<file path="src/rtl/pc_fetch_pkg.sv">
// Shared types and default widths for the program-counter fetch unit.
package pc_fetch_pkg;

    localparam int PC_W_DEFAULT  = 11;
    localparam int CNT_W_DEFAULT = 16;

    // Run-control states of the fetch sequencer.
    typedef enum logic [1:0] {
        IDLE = 2'd0,
        RUN  = 2'd1,
        DONE = 2'd2
    } state_t;

endpackage

</file>
<file path="src/rtl/sat_counter.sv">
// Saturating up-counter with synchronous clear; used for the run statistics.
module sat_counter
    import pc_fetch_pkg::*;
#(
    parameter int CNT_W = CNT_W_DEFAULT
) (
    input  logic             clk,
    input  logic             rst_n,
    input  logic             clear,
    input  logic             inc,
    output logic [CNT_W-1:0] count
);

    // Increment that sticks at the all-ones value instead of wrapping.
    function automatic logic [CNT_W-1:0] sat_inc(input logic [CNT_W-1:0] value);
        logic [CNT_W-1:0] result;
        if (&value) begin
            result = value;
        end else begin
            result = value + 1'b1;
        end
        return result;
    endfunction

    // Clear wins over increment so a new run always starts from zero.
    always_ff @(posedge clk or negedge rst_n) begin
        if (!rst_n) begin
            count <= '0;
        end else if (clear) begin
            count <= '0;
        end else if (inc) begin
            count <= sat_inc(count);
        end
    end

endmodule

</file>
<file path="src/rtl/pc_fetch.sv">
// Program-counter fetch sequencer: IDLE/RUN/DONE control, relative branches,
// and retired/taken-branch statistics for the current run.
module pc_fetch
    import pc_fetch_pkg::*;
#(
    parameter int PC_W       = PC_W_DEFAULT,
    parameter int START_ADDR = 0,
    parameter int CNT_W      = CNT_W_DEFAULT
) (
    input  logic                   Clk,
    input  logic                   Reset_n,
    input  logic                   Start,
    input  logic                   Stall,
    input  logic                   Halt,
    input  logic                   BranchEn,
    input  logic                   Taken,
    input  logic signed [PC_W-1:0] Target,
    output logic [PC_W-1:0]        PC,
    output logic                   InstrValid,
    output logic                   Done,
    output logic [CNT_W-1:0]       RetiredCount,
    output logic [CNT_W-1:0]       BranchCount
);

    localparam logic [PC_W-1:0] START_PC = PC_W'(START_ADDR);

    state_t                 state;
    logic signed [PC_W-1:0] offset;
    logic [PC_W-1:0]        pc_inc;
    logic [PC_W-1:0]        pc_branch;
    logic                   begin_run;
    logic                   retire;
    logic                   take_branch;

    // The offset table already delivers PC_W bits, so resizing is an identity
    // here; keeping it as a named signal makes the signed intent explicit.
    assign offset = Target;

    // Both sums are PC_W wide, so wrap-around in either direction is implicit.
    assign pc_inc    = PC + 1'b1;
    assign pc_branch = PC + $unsigned(offset);

    // Start only matters outside RUN; a stalled cycle retires nothing.
    assign begin_run   = (state != RUN) && Start;
    assign retire      = (state == RUN) && !Stall;
    assign take_branch = retire && !Halt && BranchEn && Taken;

    // Sequencer state, PC and the registered status outputs.
    always_ff @(posedge Clk or negedge Reset_n) begin
        if (!Reset_n) begin
            state      <= IDLE;
            PC         <= START_PC;
            InstrValid <= 1'b0;
            Done       <= 1'b0;
        end else begin
            case (state)
                IDLE, DONE: begin
                    if (Start) begin
                        state      <= RUN;
                        PC         <= START_PC;
                        InstrValid <= 1'b1;
                        Done       <= 1'b0;
                    end
                end
                RUN: begin
                    if (!Stall) begin
                        if (Halt) begin
                            state      <= DONE;
                            InstrValid <= 1'b0;
                            Done       <= 1'b1;
                        end else if (BranchEn && Taken) begin
                            PC <= pc_branch;
                        end else begin
                            PC <= pc_inc;
                        end
                    end
                end
                default: begin
                    state      <= IDLE;
                    PC         <= START_PC;
                    InstrValid <= 1'b0;
                    Done       <= 1'b0;
                end
            endcase
        end
    end

    sat_counter #(
        .CNT_W (CNT_W)
    ) u_retired (
        .clk   (Clk),
        .rst_n (Reset_n),
        .clear (begin_run),
        .inc   (retire),
        .count (RetiredCount)
    );

    sat_counter #(
        .CNT_W (CNT_W)
    ) u_branch (
        .clk   (Clk),
        .rst_n (Reset_n),
        .clear (begin_run),
        .inc   (take_branch),
        .count (BranchCount)
    );

endmodule

</file>
<file path="config.mk">
export PLATFORM = sky130hd
export DESIGN_NAME = pc_fetch
export DESIGN_NICKNAME = d
export VERILOG_FILES = /design/src/rtl/pc_fetch_pkg.sv /design/src/rtl/sat_counter.sv /design/src/rtl/pc_fetch.sv
export SDC_FILE = /design/constraint.sdc
export NUM_CORES = 1
export LEC_CHECK = 0
export CAP_MARGIN = 20
export CORE_UTILIZATION = 46
export DETAILED_ROUTE_END_ITERATION = 7
export PLACE_DENSITY_LB_ADDON = 0.05
export SYNTH_ARGS = -nofsm -noshare
export SYNTH_HDL_FRONTEND = slang
export SYNTH_HIERARCHICAL = 1
export SYNTH_SLANG_ARGS = --single-unit
export TNS_END_PERCENT = 1
</file>
<file path="constraint.sdc">
create_clock -name Clk -period 2.3 [get_ports Clk]
set_clock_uncertainty 0.05 [all_clocks]
set_input_delay 0.46 -clock Clk [delete_from_list [all_inputs] [get_ports Clk]]
set_output_delay 0.46 -clock Clk [all_outputs]
set_load 0.01 [all_outputs]
</file>
==> results.cfg <==
[drt]
drt-total-wl_um = 7420
drt-wirelength-per-cell_um = 15.2
dr.pass1.iters = 4
drtAntennaViolNets = 0
drt-initial-drc-count = 144
vias = 2865
vias_per_cell = 5.87
detail_route.drc_violations = 0

[global_route]
via_count_of_the_first_global_routing_pass = 2717
grt_max_degree = 27
global_route.overflow_total = 0
groute.layer.met3.usage_pct = 4.11
gr-usage-met1_pct = 31.7
track_usage_pct = 23.9
initial_antenna_violation_count = 0
globalRoute.busiestLayer = met2
use_met2_pct = 40.3
grt_pass1_wl_um = 12500

[pwr]
powerDensity_nw_per_um2 = 623
vdd.ir_drop.worst_uv = 536
static_leakage_nw = 1.71
design_power_total_mw = 2.54

[critical_path]
crit_required_ns = 2.43
critical_path_depth = 9
critical_path.endpoint_type = flip-flop
timing.rr.end = u_branch/count[14]
r2r.worst_path.cells = 6
crit_chain = clkdlybuf4s50_1 > nand3b_1 > ha_2 > fa_2 > a21oi_2 > o211ai_2 > a41oi_2 > mux2i_1 > o211ai_1
setup.worst_path.start_class = input pin
rrSetupSlack_ns = 0.13
critical-path-max-stage-delay_ns = 0.39
critical_path_class = in -> reg
cp_num_buf_inv = 1
crit-reg2reg-launch = Done
crit_fanout = 2
cp_data_arrival_time_ns = 2.40
critPathTopFamily = compound AO/OA/AOI/OAI gates
cp_slowest_cell = sky130_fd_sc_hd__clkdlybuf4s50_1

[die]
initial_core_util_pct = 48.6
dieWidth_um = 81.8
die_height_um = 81.8
io_pins = 63
die_area_um2 = 6690
number_of_placement_rows = 28
coreArea_um2 = 6030

[synth]
yosysSeqAreaShare_pct = 39.3
synthesis.area_um2 = 2930
syn_area_per_cell_um2 = 9.35
syn_inst = 313
yosys_warnings = 6
async_reset_ff_share_pct = 100
synth_cell_type_count = 55
syn-num-nets = 344
edff_count_synth = 0
ys_ff_latch = 46
yosys_most_used_dff = sky130_fd_sc_hd__dfrtp_1

[sta]
fin_crit_sh_pct = 98.7
fmaxAchievable_mhz = 440
final-hold-violation-count = 0
worst_pin_slew_ns = 0.542
unrepaired_setup_endpoints_after_global_routing = true
timing.final.crit_period_ns = 2.27
finalSetupTns_ns = 0
final.setup.worst_slack_ns = 0.0291
max-slew-margin-rel_pct = 63.6
report.final.slew_viol_count = 0
setup_violations = 0

[layout]
antenna-diode-count = 0
final_core_util_pct = 67.7
post-route-cell-area_um2 = 4080
final_nets = 443
area_growth_pct = 39.4
drive_above_1_share_pct = 18.2
layout.filler_cells = 515

[flow_run]
max_cap_viol_count = 0

[clocking]
cts_htree_levels = 2
clock_path_buffers = 2
post_cts_hold_buffer_count = 0
tritoncts = done
worstSkewPairLatency_ns = 0.29
worst_setup_hold_path_clk_slew_ns = 0.09
clock-root-buffer = sky130_fd_sc_hd__clkbuf_8
numClockSinks = 46
cts-buffers-inserted = 5

[place]
placed_cell_area_um2 = 3930
place_congestion = 0.910
placement.setup.worst_slack_ns = -0.500
port_buffers = 62
detailedPlacementHpwl_um = 5540

[min_path]
worst_hold_path_type = in -> async

[outcome]
status = finished clean
[sequential cells by signal, summed over array words and instances (netlist names)]
name	cells
InstrValid	1
Done	1
u_retired/count	16
u_branch/count	16
state	1
PC	11
[worst max-delay path by stage]
stage               startpoint                 end
global route         Target[0]              PC[10]
floorplan                Stall  u_branch/count[14]
finish               Target[0]              PC[10]
detailed placement       Taken              PC[10]
global placement         Taken              PC[10]
CTS                  Target[0]              PC[10]
[cell usage in the layout (no fill, tap or decap), types with 5 or more instances in the layout]
cell	count
sky130_fd_sc_hd__buf_4	39
sky130_fd_sc_hd__or3_1	7
sky130_fd_sc_hd__and3_1	13
sky130_fd_sc_hd__a22o_1	7
sky130_fd_sc_hd__nand2_1	23
sky130_fd_sc_hd__nand3_1	11
sky130_fd_sc_hd__a21oi_1	26
sky130_fd_sc_hd__nor2b_1	5
sky130_fd_sc_hd__ha_1	9
sky130_fd_sc_hd__xnor2_1	5
sky130_fd_sc_hd__dfrtp_1	46
sky130_fd_sc_hd__o31ai_1	7
sky130_fd_sc_hd__clkdlybuf4s50_1	57
sky130_fd_sc_hd__nor3_1	10
sky130_fd_sc_hd__nor4_1	6
sky130_fd_sc_hd__nor2_1	16
sky130_fd_sc_hd__or4_1	8
sky130_fd_sc_hd__clkbuf_8	5
sky130_fd_sc_hd__a21o_1	6
sky130_fd_sc_hd__inv_1	10
sky130_fd_sc_hd__o21ai_0	8
sky130_fd_sc_hd__nand4_1	10
[cells by family after synthesis]
family	after synthesis	synth area share (%)
buffers and inverters	22	3.08
flip-flops	46	39.3
adder cells (fa/ha/maj)	13	5.81
XOR/XNOR	9	2.69
AND/OR/NAND/NOR	133	26.2
AO/OA/AOI/OAI	85	21.1
multiplexers	5	1.79
[timing repair]
| item | 4_1_cts | 5_1_grt |
|---|---|---|
| pin swaps | 5 | 1 |
| setup buffers | 0 | 0 |
| resized for setup | 11 | 3 |
| setup endpoints to repair | 13 | 5 |
[report_power, final]
group          internal (mW)  leakage [nW]  switching [mW]  total, mW
combinational          0.488          1.03           0.436      0.924
clock                  0.326        0.0524           0.281      0.607
sequential             0.899         0.633           0.113       1.01
[layer usage]
metal  vias up  part of all wire, %
met3         6                  3.8
li1       1401                    -
met5         -                    0
met4         0                 0.92
met1      1389                   47
met2        69                   49
[per-stage QoR]
step,hold slack (ns),std cells
CTS,0.0980,488
finish,0.0849,488
global placement,0.428,480
global route,0.125,488
floorplan,0.114,313
detailed placement,0.430,480
[layout make-up]
class                           count  area [um2]  share of cell area [%]
Tap cell                           75        93.8                    2.30
Clock inverter                      1        30.0                   0.736
Multi-Input combinational cell    245        1750                    42.8
Timing Repair Buffer              104         946                    23.2
Sequential cell                    46        1150                    28.2
Inverter                           10        37.5                   0.920
Clock buffer                        7        76.3                    1.87
[Yosys cell counts (5+ instances only)]
library cell | number | area, um2
sky130_fd_sc_hd__a21o_1 | 6 | 45.0
sky130_fd_sc_hd__a21oi_1 | 26 | 130
sky130_fd_sc_hd__a22o_1 | 7 | 61.3
sky130_fd_sc_hd__and3_1 | 15 | 93.8
sky130_fd_sc_hd__buf_2 | 6 | 30.0
sky130_fd_sc_hd__dfrtp_1 | 46 | 1150
sky130_fd_sc_hd__ha_1 | 12 | 150
sky130_fd_sc_hd__inv_1 | 10 | 37.5
sky130_fd_sc_hd__nand2_1 | 23 | 86.3
sky130_fd_sc_hd__nand3_1 | 11 | 55.1
sky130_fd_sc_hd__nand4_1 | 10 | 62.6
sky130_fd_sc_hd__nor2_1 | 17 | 63.8
sky130_fd_sc_hd__nor2b_1 | 5 | 31.3
sky130_fd_sc_hd__nor3_1 | 10 | 50.1
sky130_fd_sc_hd__nor4_1 | 6 | 37.5
sky130_fd_sc_hd__o21ai_0 | 8 | 40.0
sky130_fd_sc_hd__o31ai_1 | 7 | 52.6
sky130_fd_sc_hd__or3_1 | 8 | 50.1
sky130_fd_sc_hd__or4_1 | 8 | 60.1
sky130_fd_sc_hd__xnor2_1 | 5 | 43.8
No activity file was read; power rests on OpenSTA's default activity.
